<file path="config.mk">
export PLATFORM = sky130hd
export DESIGN_NAME = bnn_param_loader_flat
export DESIGN_NICKNAME = d
export VERILOG_FILES = /design/src/rtl/bnn_param_loader_if.sv /design/src/rtl/bnn_param_loader.sv /design/src/flat_wrapper.sv
export SDC_FILE = /design/constraint.sdc
export NUM_CORES = 1
export LEC_CHECK = 0
export ABC_AREA = 1
export CAP_MARGIN = 20
export CELL_PAD_IN_SITES_DETAIL_PLACEMENT = 2
export CELL_PAD_IN_SITES_GLOBAL_PLACEMENT = 2
export CORE_ASPECT_RATIO = 2
export CORE_MARGIN = 2
export CORE_UTILIZATION = 25
export DETAILED_ROUTE_END_ITERATION = 16
export HOLD_SLACK_MARGIN = 0.15
export PLACE_DENSITY_LB_ADDON = 0.05
export SLEW_MARGIN = 20
export SYNTH_ARGS = -nofsm -noshare
export SYNTH_HDL_FRONTEND = slang
export SYNTH_SLANG_ARGS = --single-unit
</file>
<file path="constraint.sdc">
create_clock -name clk -period 3.35 [get_ports clk]
set_input_delay 0.67 -clock clk [delete_from_list [all_inputs] [get_ports clk]]
set_output_delay 0.67 -clock clk [all_outputs]
set_load 0.05 [all_outputs]
</file>
<file path="src/rtl/bnn_param_loader_if.sv">
// Byte-side and chain-side signals of the BNN parameter loader.
// master: host plus chain-tail model; slave: the loader itself.
interface bnn_param_loader_if;
  logic       start;
  logic [7:0] byte_in;
  logic       byte_valid;
  logic       byte_ready;
  logic       setup;
  logic       param_out;
  logic       param_return;
  logic       busy;
  logic       done;
  logic [7:0] rd_byte;
  logic       rd_valid;

  modport master (
    output start, byte_in, byte_valid, param_return,
    input  byte_ready, setup, param_out, busy, done, rd_byte, rd_valid
  );

  modport slave (
    input  start, byte_in, byte_valid, param_return,
    output byte_ready, setup, param_out, busy, done, rd_byte, rd_valid
  );
endinterface

</file>
<file path="src/rtl/bnn_param_loader.sv">
// Serial parameter loader for a daisy chain of BNN neurons.
// Shifts host bytes MSB-first into the chain for exactly one chain length and
// reassembles the bits falling out of the chain tail into readback bytes.
module bnn_param_loader #(
  parameter int unsigned NEURONS   = 4,
  parameter int unsigned INPUTS    = 8,
  parameter int unsigned BIAS_BITS = 3
) (
  input logic               clk,
  input logic               reset,
  bnn_param_loader_if.slave bus
);
  localparam int unsigned CHAIN_BITS = NEURONS * (INPUTS + BIAS_BITS);
  localparam int unsigned TAIL       = CHAIN_BITS % 8;
  // Left-justify shift for the partial final readback byte.
  localparam int unsigned PAD        = (8 - TAIL) % 8;
  localparam int unsigned CNT_W      = $clog2(CHAIN_BITS + 1);

  typedef enum logic [1:0] {StIdle, StWait, StShift, StDone} state_e;

  state_e           state;
  logic [CNT_W-1:0] bit_cnt;
  logic [2:0]       byte_bit;
  // Bit 7 of the current byte lives in param_out, so only the remaining 7 bits are held here.
  logic [6:0]       sreg;
  logic [6:0]       rsr;
  logic [7:0]       rsr_next;
  logic             last_bit;

  assign rsr_next = {rsr, bus.param_return};
  assign last_bit = (bit_cnt == CNT_W'(CHAIN_BITS - 1));

  // Loader FSM with registered outputs, shift datapath and tail readback.
  always_ff @(posedge clk or posedge reset) begin
    if (reset) begin
      state          <= StIdle;
      bit_cnt        <= '0;
      byte_bit       <= '0;
      sreg           <= '0;
      rsr            <= '0;
      bus.byte_ready <= 1'b0;
      bus.setup      <= 1'b0;
      bus.param_out  <= 1'b0;
      bus.busy       <= 1'b0;
      bus.done       <= 1'b0;
      bus.rd_byte    <= '0;
      bus.rd_valid   <= 1'b0;
    end else begin
      bus.done     <= 1'b0;
      bus.rd_valid <= 1'b0;
      unique case (state)
        StIdle: begin
          if (bus.start) begin
            state          <= StWait;
            bit_cnt        <= '0;
            bus.busy       <= 1'b1;
            bus.byte_ready <= 1'b1;
          end
        end
        StWait: begin
          // byte_ready is high for the whole of WAIT, so valid alone completes the handshake.
          if (bus.byte_valid) begin
            state          <= StShift;
            sreg           <= bus.byte_in[6:0];
            bus.param_out  <= bus.byte_in[7];
            byte_bit       <= '0;
            bus.byte_ready <= 1'b0;
            bus.setup      <= 1'b1;
          end
        end
        StShift: begin
          sreg     <= {sreg[5:0], 1'b0};
          bit_cnt  <= bit_cnt + CNT_W'(1);
          byte_bit <= byte_bit + 3'd1;
          rsr      <= rsr_next[6:0];
          if (byte_bit == 3'd7) begin
            bus.rd_byte  <= rsr_next;
            bus.rd_valid <= 1'b1;
          end else if (last_bit) begin
            bus.rd_byte  <= rsr_next << PAD;
            bus.rd_valid <= 1'b1;
          end
          if (last_bit) begin
            state         <= StDone;
            bus.setup     <= 1'b0;
            bus.param_out <= 1'b0;
            bus.done      <= 1'b1;
          end else if (byte_bit == 3'd7) begin
            state          <= StWait;
            bus.setup      <= 1'b0;
            bus.param_out  <= 1'b0;
            bus.byte_ready <= 1'b1;
          end else begin
            bus.param_out <= sreg[6];
          end
        end
        StDone: begin
          state    <= StIdle;
          bus.busy <= 1'b0;
        end
        default: state <= StIdle;
      endcase
    end
  end
endmodule

</file>
<file path="src/flat_wrapper.sv">
// flat-port wrapper written by rule: the top's interface ports become plain ports
module bnn_param_loader_flat 
#(
  parameter int unsigned NEURONS   = 4,
  parameter int unsigned INPUTS    = 8,
  parameter int unsigned BIAS_BITS = 3
)
  (clk, reset, bus_start, bus_byte_in, bus_byte_valid, bus_param_return, bus_byte_ready, bus_setup, bus_param_out, bus_busy, bus_done, bus_rd_byte, bus_rd_valid);
  bnn_param_loader_if bus_i ();
  input logic clk;
  input logic reset;
  input wire logic [$bits(bus_i.start)-1:0] bus_start;
  input wire logic [$bits(bus_i.byte_in)-1:0] bus_byte_in;
  input wire logic [$bits(bus_i.byte_valid)-1:0] bus_byte_valid;
  input wire logic [$bits(bus_i.param_return)-1:0] bus_param_return;
  output wire logic [$bits(bus_i.byte_ready)-1:0] bus_byte_ready;
  output wire logic [$bits(bus_i.setup)-1:0] bus_setup;
  output wire logic [$bits(bus_i.param_out)-1:0] bus_param_out;
  output wire logic [$bits(bus_i.busy)-1:0] bus_busy;
  output wire logic [$bits(bus_i.done)-1:0] bus_done;
  output wire logic [$bits(bus_i.rd_byte)-1:0] bus_rd_byte;
  output wire logic [$bits(bus_i.rd_valid)-1:0] bus_rd_valid;
  assign bus_i.start = bus_start;
  assign bus_i.byte_in = bus_byte_in;
  assign bus_i.byte_valid = bus_byte_valid;
  assign bus_i.param_return = bus_param_return;
  assign bus_byte_ready = bus_i.byte_ready;
  assign bus_setup = bus_i.setup;
  assign bus_param_out = bus_i.param_out;
  assign bus_busy = bus_i.busy;
  assign bus_done = bus_i.done;
  assign bus_rd_byte = bus_i.rd_byte;
  assign bus_rd_valid = bus_i.rd_valid;
  bnn_param_loader #(.NEURONS(NEURONS), .INPUTS(INPUTS), .BIAS_BITS(BIAS_BITS)) u_core (.clk(clk), .reset(reset), .bus(bus_i));
endmodule
</file>
Word-level counts from Yosys, hierarchy flattened
Index checks and enable logic that the tools add are counted.
{"block": "word_totals", "register_bits": 39, "output_inout_bits": 14, "wordCells": 68}
{"block": "classes", "n_eq_ne": 10, "reduce_logical": 13, "mux": 31, "n_addsub": 2}
{"op": "two-way mux 8 bit", "count": 2}
{"op": "two-way mux 1 bit", "count": 14}
{"op": "one-hot mux 7 bit (2 select lines)", "count": 1}
{"op": "one-hot mux 6 bit (2 select lines)", "count": 1}
{"op": "two-way mux 2 bit", "count": 4}
{"op": "one-hot mux 2 bit (4 select lines)", "count": 1}
{"op": "AND reduction 2 bit", "count": 4}
{"op": "nonzero test 2 bit", "count": 4}
{"op": "two-way mux 7 bit", "count": 1}
{"op": "adder 6 x 1 -> 6 bit, second input constant", "count": 1}
{"op": "== test 6 bit, second input constant", "count": 1}
{"op": "two-way mux 6 bit", "count": 1}
{"op": "!= test 2 bit, second input constant", "count": 3}
{"op": "one-hot mux 1 bit (2 select lines)", "count": 3}
{"op": "one-hot mux 3 bit (2 select lines)", "count": 1}
{"op": "AND reduction 3 bit", "count": 2}
{"op": "AND reduction 5 bit", "count": 1}
{"op": "== test 2 bit, second input constant", "count": 2}
{"op": "adder 3 x 1 -> 3 bit, second input constant", "count": 1}
{"op": "== test 3 bit, second input constant", "count": 1}
{"op": "two-way mux 3 bit", "count": 1}
{"op": "!= test 3 x 1 -> 1 bit, second input constant", "count": 1}
{"op": "one-hot mux 1 bit (3 select lines)", "count": 1}
{"op": "nonzero test 3 bit", "count": 1}
{"op": "3 further kinds", "count": 3}

Logic depth before layout (Yosys ltp)
Gate-level depths: netlist of run 1.
{"block": "depth", "depth_word": 4, "ltp_mapped": 8, "ltp_nobuf": 8}

Least setup slack after synthesis of run 1
OpenSTA, ideal clock, no wires.
{"block": "synth_path", "path_type": "input to register", "start": "input port bus_byte_valid", "end": "register u_core.byte_bit[0]", "cell_stages": 6, "setup_slack_ps": 1971, "arrival_ps": 1260, "path_buffers": 1, "cell_sequence": "inv_1 > nand2_1 > nand2_2 > inv_2 > buf_4 > o21a_1"}
{"block": "synth_via", "elab_chain_len": 2}
{"item": "from (decl)", "line_no": "flat_wrapper.sv:14", "rtl": "input wire logic [$bits(bus_i.byte_valid)-1:0] bus_byte_valid;"}
{"item": "!= test 2 bit (no source line)"}
{"item": "AND reduction 2 bit (no source line)"}
{"item": "to (signal assigned)", "line_no": "bnn_param_loader.sv:74", "rtl": "byte_bit <= byte_bit + 3'd1;"}
{"item": "to (decl)", "line_no": "bnn_param_loader.sv:23", "rtl": "logic [2:0] byte_bit;"}
No other way between the ends.
A chain may end at the register's enable or synchronous reset.

Worst setup path in the final report of run 1
{"block": "layout_path", "start": "register u_core.bus.busy", "end": "output port bus_busy"}
{"item": "from (decl)", "line_no": "bnn_param_loader_if.sv:23", "rtl": "output byte_ready, setup, param_out, busy, done, rd_byte, rd_valid"}
{"item": "from (signal assigned)", "line_no": "bnn_param_loader.sv:44", "rtl": "bus.busy <= 1'b0;"}
{"item": "from (signal assigned)", "line_no": "bnn_param_loader.sv:56", "rtl": "bus.busy <= 1'b1;"}
{"item": "from (signal assigned)", "line_no": "bnn_param_loader.sv:99", "rtl": "bus.busy <= 1'b0;"}
{"item": "to (decl)", "line_no": "flat_wrapper.sv:19", "rtl": "output wire logic [$bits(bus_i.busy)-1:0] bus_busy;"}
No word-level cell between the ends.

==> results.cfg, run 1 <==
[floorplan]
fp.dieW_um = 65.4
initial_core_util_pct = 25.9
num_io_pins = 27
fp.dieH_um = 127
core_sq_mm = 0.00727
rows = 44
dieArea_sq_mm = 0.00829

[cells_and_area]
drive_gt1_share_pct = 7.34
postLayoutCellArea_sq_mm = 0.00239
multi_input_area_sq_um = 778
layout.cells.non_filler = 351
area_growth_pct = 27.1
antenna_cells = 0
nFillCells = 866
nNetsFinal = 278
seqCellArea_sq_um = 976

[global_routing]
grt_pass1_vias = 1861
grt_pass1_wl_um = 9310
grt_use_total_pct = 15.2
grt_max_degree = 40
antenna_found_initial = 0
grt_overflow_total = 0

[setup_path]
worstPathArrival_ns = 1.45
critical_path.cell_chain = clkdlybuf4s50_1
end_kind = output pin
slowest_delay_ns = 0.81
path_buf_inv = 1
cp_slowest_cell = clkdlybuf4s50_1
cp_max_fo = 2
critPathKind = reg -> out
worstPathRequired_ns = 2.68
startpoint_type = flop
cp_top_family = buffers and inverters

[yosys]
synth_top_area_share_pct = 51.8
syn_nets = 249
yosys-top-cells-area = dfrtp_1 (52%), nand2_1 (16%), nand3_1 (6.1%), ha_1 (4.6%), inv_1 (4.2%)
async_reset_ff_share_pct = 100
synth_edf_count = 0
synth_warnings = 0
synth.distinct_cells = 22
ys.flop_type = dfrtp_1
yosysMostFrequentCell = nand2_1
synth.avg_cell_area_sq_um = 8.23
syn_inst = 229
ys_seq_area_share_pct = 51.8
ys_ff_latch = 39
synth_area_sq_mm = 0.00188
synth_top_cell_by_area = dfrtp_1
synth_common_cells = nand2_1 (80), dfrtp_1 (39), nand3_1 (23)

[clock_tree]
cts_buffers = 5
cts_resized = 0
cts_tree = yes
h-tree-depth = 2
hold_buffers = 0
cts_sinks = 39
root_buffer = clkbuf_16
clockBufferDepth = 2
clk_latency_ns = 0.28
cts_setup_buffers = 0
path_clk_slew_ns = 0.06

[sta]
finalSetupTns_ns = 0
finClkSkew_ns = 0.00212
worst_pin_slew_ns = 0.533
hold_viol = 0
rsz0062_at_grt = no
fin_crit_ns = 2.12
period_share_pct = 63.4
setup_viol_count_final = 0
slew_headroom_pct = 64.5
drv_slew = 0
max_freq_ghz = 0.471
setup_slack_ns = 1.23

[routing]
drt_drc_violations_left = 0
antenna_left = 0
vias = 1621
wl_per_cell_um = 15.1
viasPerCell = 4.62
dr.pass1.iters = 4
drtIter0Drc = 32
drt_wl_total_um = 5310

[flow_run]
drv_cap = 0

[power]
seq_power_share_pct = 36.3
switching_share_pct = 40.5
p_per_area_mw_per_mm2 = 841
vdd.ir_drop.worst_uv = 383
comb_power_share_pct = 38.7
p_int_w = 0.00120
switching_power_w = 0.000815
clockPowerShare_pct = 25.0
total_leakage_power_nw = 1.17

[placement]
place.gp.congestion = 0.748
pre_cts_ws_ns = 1.35
io_buffers = 26
dpl.hpwl_um = 4090
dp.cells = 343
post_dp_cell_area_sq_mm = 0.00224

[min_path]
hold_class = reg -> reg

[run_status]
outcome = finished, final reports clean
through the flow:
step	power, W	hold WS (ns)	util [%]
global placement	0.00154	0.466	30.8
finish	0.00201	0.472	33.0
floorplan	0.00129	0.442	-
global route	0.00221	0.511	33.0
detailed placement	0.00155	0.463	30.8
CTS	0.00208	0.482	33.0
power groups by stage:
stage | Combinational [W] | Sequential (W) | Clock, W
2_1_floorplan | 0.000501 | 0.000790 | 0
3_3_place_gp | 0.000792 | 0.000744 | 0
3_5_place_dp | 0.000808 | 0.000745 | 0
4_1_cts | 0.000810 | 0.000738 | 0.000531
5_1_grt | 0.000906 | 0.000757 | 0.000543
6_report | 0.000780 | 0.000731 | 0.000504
kinds of logic (layout without fill, tap and decap cells):
| logic type | count (synthesis) | in the layout | share of synthesized area (%) |
|---|---|---|---|
| flops | 39 | 39 | 51.8 |
| compound gates | 26 | 26 | 7.84 |
| buf+inv | 30 | 60 | 6.91 |
| simple gates | 125 | 125 | 27.8 |
| xor+xnor | 1 | 1 | 0.465 |
| fa+ha+maj | 7 | 7 | 4.65 |
| mux | 1 | 1 | 0.598 |
final timing paths:
| path | cells past startpoint | from | slack, ns | endpoint |
|---|---|---|---|---|
| max | 1 | u_core.bus.busy$_DFFE_PP0P_ | 1.23 | bus_busy |
| min | 2 | u_core.bus.setup$_DFFE_PP0P_ | 0.47 | u_core.bus.setup$_DFFE_PP0P_ |
| max reg2reg | 6 | u_core.byte_bit[0]$_DFFE_PP0P_ | 1.57 | u_core.bus.rd_byte[5]$_DFFE_PP0P_ |
| min reg2reg | 2 | u_core.bus.setup$_DFFE_PP0P_ | 0.47 | u_core.bus.setup$_DFFE_PP0P_ |
| max in group asynchronous | 3 | reset | 2.16 | u_core.byte_bit[1]$_DFFE_PP0P_ |
| min in group asynchronous | 3 | reset | 0.82 | u_core.rsr[6]$_DFFE_PP0N_ |
final cells by class:
type	instances	share of cell area, %
inverters	23	3.61
multi-input cells	160	32.5
well taps	92	4.81
flip-flops and latches	39	40.8
repair buffers	29	11.8
clock buffers	8	6.53
flip-flops by register name, summed over array words and instances (netlist names):
| name | count |
|---|---|
| u_core.bit_cnt | 6 |
| u_core.bus.busy | 1 |
| u_core.bus.byte_ready | 1 |
| u_core.bus.done | 1 |
| u_core.bus.param_out | 1 |
| u_core.bus.rd_byte | 8 |
| u_core.bus.rd_valid | 1 |
| u_core.bus.setup | 1 |
| u_core.byte_bit | 3 |
| u_core.rsr | 7 |
| u_core.sreg | 7 |
| u_core.state | 2 |
worst min-delay path, cell delays in order, from the launching register on:
cell	delay, ns
dfrtp_1	0.34
nand2_1	0.05
nand2_1	0.04
layout by cell type (no fill, tap or decap), drive strengths merged:
master | netlist | layout
xor2 | 1 | 1
a31oi | 6 | 6
clkbuf | 2 | 8
clkdlybuf4s50 | 0 | 26
o21a | 1 | 1
nand4 | 5 | 5
o21ai | 16 | 16
nand3 | 23 | 23
a21oi | 2 | 2
nand2 | 83 | 83
ha | 7 | 7
nor2 | 14 | 14
inv | 23 | 23
dfrtp | 39 | 39
buf | 5 | 3
a22o | 1 | 1
mux2 | 1 | 1
routing by layer:
layer	vias to the layer above	track usage, %	part of all wire (%)
li1	791	-	-
met1	799	14.1	35
met2	24	30.2	60
met3	7	2.75	2.4
met4	0	7.35	2.4
met5	-	0	0
(Power assumes the default switching activity.)
==> run 2: changes to the inputs <==
==> constraint.sdc (replaced) <==
create_clock -name clk -period 1.98 [get_ports clk]
set_input_delay 0.396 -clock clk [delete_from_list [all_inputs] [get_ports clk]]
set_output_delay 0.396 -clock clk [all_outputs]
set_load 0.05 [all_outputs]
==> run 2 against run 1 <==
  * Core utilization decreased by 0.28 points
  * Power grew 66%
  * Sequential share of layout area grew 0.34 points
  * Worst setup slack worse by 1.1 ns
  * Clock skew is 0.0034 ns higher
  * Routed wire length is 4.8% higher
  * Combinational power rose by 72%
  * Sequential power rose by 70%
  * Clock power rose by 50%
  * Critical path type unchanged
  * Largest power group unchanged
==> results.cfg, run 2 (synthesis gave the netlist of run 1 again) <==
[cells_and_area]
top_regs = u_core.bus.rd_byte x8, u_core.rsr x7, u_core.sreg x7
seqCellArea_sq_um = 976
mostFrequentLayoutCells = nand2_1 (80), dfrtp_1 (39), clkdlybuf4s50_1 (26)
layout.cells.non_filler = 350
drive_gt1_share_pct = 6.98
nFillCells = 865
antenna_cells = 0
area_growth_pct = 26.0
largest-register = u_core.bus.rd_byte
nNetsFinal = 279
final_common_cell = nand2_1
multi_input_area_sq_um = 778
largest_register_ffs = 8

[sta]
max_freq_ghz = 0.540
fin_crit_ns = 1.85
slew_headroom_pct = 64.8
period_share_pct = 93.5
hold_viol = 0
setup_viol_count_final = 0
finClkSkew_ns = 0.00547
worst_pin_slew_ns = 0.527
drv_slew = 0
finalSetupTns_ns = 0
rsz0062_at_grt = no

[routing]
drt_drc_violations_left = 0
wl_per_cell_um = 15.9
vias = 1653
antenna_left = 0
viasPerCell = 4.72
drt_wl_total_um = 5570
dr.pass1.iters = 2
drtIter0Drc = 65

[clock_tree]
h-tree-depth = 2
hold_buffers = 0
path_clk_slew_ns = 0.05
cts_resized = 0
cts_tree = yes
clk_latency_ns = 0.28
root_buffer = clkbuf_16
clockBufferDepth = 2
cts_setup_buffers = 0
cts_sinks = 39
cts_buffers = 5

[floorplan]
fp.dieH_um = 127
dieArea_sq_mm = 0.00829
initial_core_util_pct = 25.9
rows = 44
fp.dieW_um = 65.4
core_sq_mm = 0.00727
num_io_pins = 27

[power]
p_per_area_mw_per_mm2 = 1410
total_leakage_power_nw = 1.16
vdd.ir_drop.worst_uv = 575

[setup_path]
cp_slowest_cell = clkdlybuf4s50_1
path_buf_inv = 1
worstPathRequired_ns = 1.58
worstPathArrival_ns = 1.45
critPathKind = reg -> out
startpoint_type = flop
ff2ff_path_depth = 6
cp_top_family = buffers and inverters
r2r_setup_slack_ns = 0.26
end_kind = output pin
cp.depth = 1
cp-endpoint = bus_setup
cp_max_fo = 2
crit_start = u_core.bus.setup$_DFFE_PP0P_
r2r-end = u_core.bus.rd_byte[6]$_DFFE_PP0P_
reg2reg_from = u_core.byte_bit[0]$_DFFE_PP0P_
slowest_delay_ns = 0.82
critical_path.cell_chain = clkdlybuf4s50_1

[global_routing]
grt_pass1_wl_um = 9780
antenna_found_initial = 0
grt_max_degree = 40
grt_use_total_pct = 15.7
grt_pass1_vias = 1868
grt_overflow_total = 0

[placement]
place.gp.congestion = 0.721
dp.cells = 344
io_buffers = 26
dpl.hpwl_um = 4310

[run_status]
outcome = finished, final reports clean

[flow_run]
drv_cap = 0

[min_path]
hold_class = reg -> reg
run 2: area by class of cell:
cell class                 instances  share of cell area, %
sequential                        39                   41.1
multi-input combinational        160                   32.8
timing repair buffer              30                   12.2
clock buffer                       6                   5.43
tap                               92                   4.85
inverter                          23                   3.64
run 2: worst min-delay path by stage:
stage                                                  from                                end  slack [ns]  cells past startpoint
after floorplan                   u_core.rsr[6]$_DFFE_PP0N_          u_core.rsr[6]$_DFFE_PP0N_        0.44                      2
after global placement    u_core.bus.byte_ready$_DFFE_PP0P_  u_core.bus.byte_ready$_DFFE_PP0P_        0.46                      2
after detailed placement  u_core.bus.byte_ready$_DFFE_PP0P_  u_core.bus.byte_ready$_DFFE_PP0P_        0.47                      2
after CTS                 u_core.bus.byte_ready$_DFFE_PP0P_  u_core.bus.byte_ready$_DFFE_PP0P_        0.49                      2
after global routing      u_core.bus.byte_ready$_DFFE_PP0P_  u_core.bus.byte_ready$_DFFE_PP0P_        0.52                      2
final                     u_core.bus.byte_ready$_DFFE_PP0P_  u_core.bus.byte_ready$_DFFE_PP0P_        0.48                      2
run 2: per-stage QoR:
stage / hold WS, ns / total power [W] / area [sq um] / util (%) / worst slack, ns
floorplan: 0.442 / 0.00219 / 1880 / - / 0.612
global placement: 0.460 / 0.00262 / 2250 / 30.9 / 0.235
detailed placement: 0.471 / 0.00266 / 2250 / 30.9 / 0.210
CTS: 0.486 / 0.00344 / 2370 / 32.7 / 0.0983
global route: 0.521 / 0.00367 / 2370 / 32.7 / 0.0517
finish: 0.479 / 0.00334 / 2370 / 32.7 / 0.129
run 2: worst register-to-register path, cell delays in order, from the launching register on:
cell and delay [ns]:
dfrtp_1 0.37, ha_1 0.16, ha_1 0.43, nand2_1 0.34, nand2_2 0.21, nand2_1 0.08, nand2_1 0.07
run 2: routing by layer:
| layer | up-vias | routed length, um | global-route usage (%) |
|---|---|---|---|
| met5 | - | 0 | 0 |
| met1 | 834 | 1920 | 15.1 |
| li1 | 789 | - | - |
| met4 | 0 | 114 | 6.25 |
| met3 | 6 | 133 | 2.75 |
| met2 | 24 | 3390 | 31.0 |
run 2: report_power, final:
part / internal, W / leakage [nW] / total [W] / switching, W
clock: 0.000453 / 0.0628 / 0.000754 / 0.000301
sequential: 0.00105 / 0.492 / 0.00124 / 0.000191
combinational: 0.000445 / 0.607 / 0.00134 / 0.000894
total: 0.00195 / 1.16 / 0.00334 / 0.00139
==> variant 1 (settings of run 2) <==
One comparison of `bit_cnt` changes from == to >=.
--- a/src/rtl/bnn_param_loader.sv
+++ b/src/rtl/bnn_param_loader.sv
@@ -28,7 +28,7 @@
   logic             last_bit;
 
   assign rsr_next = {rsr, bus.param_return};
-  assign last_bit = (bit_cnt == CNT_W'(CHAIN_BITS - 1));
+  assign last_bit = (bit_cnt >= CNT_W'(CHAIN_BITS - 1));
 
   // Loader FSM with registered outputs, shift datapath and tail readback.
   always_ff @(posedge clk or posedge reset) begin
Formal check against the unedited RTL: same outputs for any inputs over 10 cycles, from zero or initial values and one cycle with reset high; that may be too few to reach the edited logic, so the function may still have changed.
==> variant 1 against run 2 <==
Final area grew 5.0%; total power up 7.2%; worst hold slack got worse by 15 ps; area after synthesis up 3.1%; worst setup slack got worse by 18 ps; global-route usage shrank 1.3 points; wire length decreased by 3.0%; sequential cell count did not move.
==> variant 1: results (changes against run 2) <==
[global_routing]
overall_routing_resource_usage_pct=14.4  ; was 15.7%
grt_first_pass_wirelength_mm=9.14  ; was 9.78 mm
global_routing_met2_resource_utilization_pct=26.7  ; was 31.0%
number_of_global_route_vias_before_repair=1843  ; was 1868
met1_usage_pct=14.8  ; was 15.1%
grtUsageMet3_pct=2.71  ; was 2.75%
antenna_violations_before_repair=0  ; unchanged

[worst_setup_path]
worst_r2r_endpoint=u_core.state[1]  ; was u_core.bus.rd_byte[6]
crit_path_max_fanout=2  ; unchanged
critical-path-top-delay-family=buffers and inverters  ; unchanged
critPathArrivalTime_ps=1470  ; was 1450 ps
r2r_cell_count=9  ; was 6
crit_path_max_incr_delay_ps=810
r2r_slack_ps=300  ; was 260 ps
r2r_start=u_core.state[0]  ; was u_core.byte_bit[0]

[clocking]
cts.repair.resized=0  ; unchanged
clk-insertion-delay-late_ps=290
cts.root.buffer_cell=sky130_fd_sc_hd__clkbuf_16  ; unchanged
cts_buffers=5  ; unchanged
postCtsSetupRepairBufs=0  ; unchanged
ctsHtreeMaxLevel=2  ; unchanged

[cells_and_area]
multiInputGateArea_sq_um=815  ; was 778 sq um
fill_cells=882  ; was 865
post_route_cells_drive_above_1_share_pct=13.1  ; was 6.98%
number_of_antenna_cells_inserted=0  ; unchanged
top_regs=u_core.bus.rd_byte (8), u_core.rsr (7), u_core.sreg (7)  ; unchanged

[synthesis]
unique_masters_post_synth=24  ; was 22
synth.top_cells.by_count=sky130_fd_sc_hd__nand2_1, sky130_fd_sc_hd__dfrtp_1, sky130_fd_sc_hd__inv_1, sky130_fd_sc_hd__o21ai_0, sky130_fd_sc_hd__nand3_1  ; was sky130_fd_sc_hd__nand2_1, sky130_fd_sc_hd__dfrtp_1, sky130_fd_sc_hd__nand3_1, sky130_fd_sc_hd__inv_1, sky130_fd_sc_hd__o21ai_0
synthesized_net_count=246  ; was 249
synth_async_sr_flop_share_pct=100  ; unchanged
ys_top_cells_by_area=sky130_fd_sc_hd__dfrtp_1, sky130_fd_sc_hd__nand2_1, sky130_fd_sc_hd__o21ai_0  ; was sky130_fd_sc_hd__dfrtp_1, sky130_fd_sc_hd__nand2_1, sky130_fd_sc_hd__nand3_1
seq_area_frac_synth_pct=50.2  ; was 51.8%

[hold_path]
min-delay-path-class=input port to asynchronous set/reset pin  ; was register to register

[sta]
finalClockSkew_ps=5.43  ; was 5.47 ps
timing.slew.headroom_pct=66.6  ; was 64.8%

[job]
drv.max_cap_violation_count=0  ; unchanged

[place]
routabilityCongestion=0.769  ; was 0.721
detailedPlacementHpwl_mm=4.11  ; was 4.31 mm
pre_cts_ws_ps=229  ; was 210 ps
numPortBuffers=26  ; unchanged

[routing]
dr.first_iter.drc_count=22  ; was 65
route.detailed.vias_per_inst=4.66  ; was 4.72
number_of_optimization_iterations_in_the_first_detailed_route_pass=2  ; unchanged
postRouteWirelength_mm=5.40  ; was 5.57 mm

[pwr]
peakVddDrop_uv=878  ; was 575 uV
leakage_nw=1.19  ; was 1.16 nW
cellInternalPower_mw=2.13  ; was 1.95 mW

[run_status]
outcome=finished clean  ; unchanged

==> variant 1: cell count changes after synthesis, sizes merged, moves of 3 or more <==
cell,run 2,this run
inv,23,26
nor2,14,11
nand3,23,16
nor3,0,3
o21ai,16,24
nand2,83,73
==> variant 1: cells by family after synthesis <==
family / count (synthesis) / synth area share (%)
flops: 39 / 50.2
fa+ha+maj: 7 / 4.51
simple gates: 112 / 25.4
compound gates: 35 / 12.0
buf+inv: 33 / 7.86
==> variant 1: metal layers <==
| layer | wire (microns) | vias up |
|---|---|---|
| met5 | 0 | - |
| met4 | 122 | 0 |
| met3 | 143 | 7 |
| met2 | 3030 | 24 |
| met1 | 2110 | 819 |
| li1 | - | 795 |
==> variant 1: worst max path at each step <==
stage	start	endpoint	cells after the start	slack [ps]
3_3_place_gp	bus_byte_valid	u_core.bus.byte_ready	8	150
2_1_floorplan	u_core.byte_bit[0]	u_core.state[1]	9	450
3_5_place_dp	bus_byte_valid	u_core.bus.byte_ready	8	230
6_report	u_core.bus.param_out	bus_param_out	1	110
5_1_grt	u_core.bus.byte_ready	bus_byte_ready	1	70
4_1_cts	u_core.bus.param_out	bus_param_out	1	80
==> variant 1: worst min-delay path, delay by kind of cell <==
kind	cells	cell delay (ps)
buffers and inverters	3	730
==> variant 1: cell type report <==
class	count	share of cell area (%)
sequential	39	39.1
inverter	26	4.01
multi-input combinational	154	32.7
clock buffer	5	5.02
tap	94	4.72
clock inverter	2	1.51
timing repair buffer	33	12.9
==> variant 1: power by group through the flow <==
stage | Sequential [mW] | Combinational, mW | Clock, mW
CTS | 1.24 | 1.48 | 0.967
finish | 1.23 | 1.43 | 0.927
global route | 1.26 | 1.62 | 0.992
floorplan | 1.34 | 0.926 | 0
global placement | 1.24 | 1.45 | 0
detailed placement | 1.25 | 1.48 | 0
==> variant 1: through the flow <==
step,total power [mW],instances,hold slack [ps],cell area [sq um],utilization [%]
5_1_grt,3.87,353,497,2490,33.1
6_report,3.58,353,464,2490,33.1
3_3_place_gp,2.69,346,460,2330,30.9
2_1_floorplan,2.27,226,446,1940,-
4_1_cts,3.68,353,477,2490,33.1
3_5_place_dp,2.72,346,476,2330,30.9
==> variant 2 (flow settings as in run 2) <==
Made on the original files. `NEURONS` is set to 4 in 2 places; all go to 8.
--- a/src/rtl/bnn_param_loader.sv
+++ b/src/rtl/bnn_param_loader.sv
@@ -2,7 +2,7 @@
 // Shifts host bytes MSB-first into the chain for exactly one chain length and
 // reassembles the bits falling out of the chain tail into readback bytes.
 module bnn_param_loader #(
-  parameter int unsigned NEURONS   = 4,
+  parameter int unsigned NEURONS   = 8,
   parameter int unsigned INPUTS    = 8,
   parameter int unsigned BIAS_BITS = 3
 ) (
--- a/src/flat_wrapper.sv
+++ b/src/flat_wrapper.sv
@@ -1,7 +1,7 @@
 // flat-port wrapper written by rule: the top's interface ports become plain ports
 module bnn_param_loader_flat 
 #(
-  parameter int unsigned NEURONS   = 4,
+  parameter int unsigned NEURONS   = 8,
   parameter int unsigned INPUTS    = 8,
   parameter int unsigned BIAS_BITS = 3
 )
Function: same outputs for any inputs over 10 cycles, from zero or initial values and one cycle with reset high; that may be too few to reach the edited logic, so the function may still have changed.
==> variant 2 against run 2 <==
Wire length decreased by 0.47%; final cell count increased by 2.9%; sequential power about the same; total power increased by 4.7%; area after synthesis increased by 3.5%; die area increased by 3.4%; worst setup slack got worse by 11 ps; synthesized cell count increased by 0.87%; clock power increased by 22%; sequential cell count increased by 1; fmax decreased by 0.59%; register-to-register slack about the same; final area increased by 5.3%.
==> variant 2: results (changes against run 2) <==
[run_status]
outcome=finished clean  ; unchanged

[synthesis]
unique_masters_post_synth=25  ; was 22
synth.top_cells.by_count=sky130_fd_sc_hd__nand2_1, sky130_fd_sc_hd__dfrtp_1, sky130_fd_sc_hd__nor2_1, sky130_fd_sc_hd__nand3_1, sky130_fd_sc_hd__inv_1  ; was sky130_fd_sc_hd__nand2_1, sky130_fd_sc_hd__dfrtp_1, sky130_fd_sc_hd__nand3_1, sky130_fd_sc_hd__inv_1, sky130_fd_sc_hd__o21ai_0
postSynthRegisterBits=40  ; was 39
synthesized_net_count=252  ; was 249
seq_area_frac_synth_pct=51.3  ; was 51.8%
netlist_instances=231  ; was 229
ys_top_cells_by_area=sky130_fd_sc_hd__dfrtp_1, sky130_fd_sc_hd__nand2_1, sky130_fd_sc_hd__ha_1  ; was sky130_fd_sc_hd__dfrtp_1, sky130_fd_sc_hd__nand2_1, sky130_fd_sc_hd__nand3_1

[cells_and_area]
regArea_sq_um=1000  ; was 976 sq um
post_route_cells_drive_above_1_share_pct=10.5  ; was 6.98%
inverters_excl_clock=16  ; was 23
fill_cells=897  ; was 865
layout.clock.cell_area_share_pct=6.56  ; was 5.43%
multiInputGateArea_sq_um=827  ; was 778 sq um
fin_nets=286  ; was 279
num-nonclk-buffers=34  ; was 30
multi_input_comb_cells=168  ; was 160

[place]
place_area_sq_um=2340  ; was 2250 sq um
dpl.cell_count=352  ; was 344
pre_cts_ws_ps=176  ; was 210 ps
routabilityCongestion=0.679  ; was 0.721
detailedPlacementHpwl_mm=4.23  ; was 4.31 mm

[sta]
timing.slew.headroom_pct=65.4  ; was 64.8%
finalClockSkew_ps=5.47  ; about the same
timing.hold.ws_ps=459  ; was 479 ps

[pwr]
peakVddDrop_uv=525  ; was 575 uV
power.density_cell_area_nw_per_um2=1400  ; was 1410 nW/um^2
leakage_nw=1.24  ; was 1.16 nW

[worst_setup_path]
worst_setup_path_startpoint=u_core.bus.byte_ready  ; was u_core.bus.setup
r2r_start=u_core.state[1]  ; was u_core.byte_bit[0]
critPathArrivalTime_ps=1470  ; was 1450 ps
worst_r2r_endpoint=u_core.bus.byte_ready  ; was u_core.bus.rd_byte[6]
r2r_cell_count=8  ; was 6
critical_path.endpoint=bus_byte_ready  ; was bus_setup

[floorplanning]
rows=45  ; was 44

[routing]
dr.first_iter.drc_count=38  ; was 65
postRouteWirelength_mm=5.54  ; was 5.57 mm
detail_route.wl_per_cell_microns=15.4  ; was 15.9 microns
number_of_optimization_iterations_in_the_first_detailed_route_pass=4  ; was 2

[hold_path]
min-delay-path-class=input port to asynchronous set/reset pin  ; was register to register

[global_routing]
overall_routing_resource_usage_pct=15.0  ; was 15.7%
antenna_violations_before_repair=0  ; unchanged
grt_first_pass_wirelength_mm=9.43  ; was 9.78 mm
number_of_global_route_vias_before_repair=1874  ; was 1868

[variant 2: cell count changes after synthesis, sizes merged, moves of 5 or more]
cell	run 2	this run
a31oi	6	0
nand2	83	90
a21oi	2	8
o31ai	0	6
o21ai	16	8
nor2	14	23
nand3	23	18
inv	23	16
[variant 2: routing by layer]
metal  part of all wire [%]  up-vias  GRT usage (%)
met4                    2.0        0           6.12
met3                    2.2        7           2.80
met2                     59       16           28.5
met5                      0        -              0
li1                       -      804              -
met1                     37      800           15.4
[variant 2: cell families (layout without fill, tap and decap cells)]
family                     after synthesis  in the layout  share of synthesized area, %
and+or+nand+nor                        135            135                          29.3
buffers and inverters                   23             58                          6.29
adders and majority gates                8              8                          5.13
DFF                                     40             40                          51.3
AOI/OAI and AO/OA                       25             25                          7.95
[variant 2: where the power goes]
group	total [mW]	switching, mW	internal, mW
Clock	0.922	0.329	0.593
Sequential	1.24	0.177	1.07
Combinational	1.33	0.857	0.472
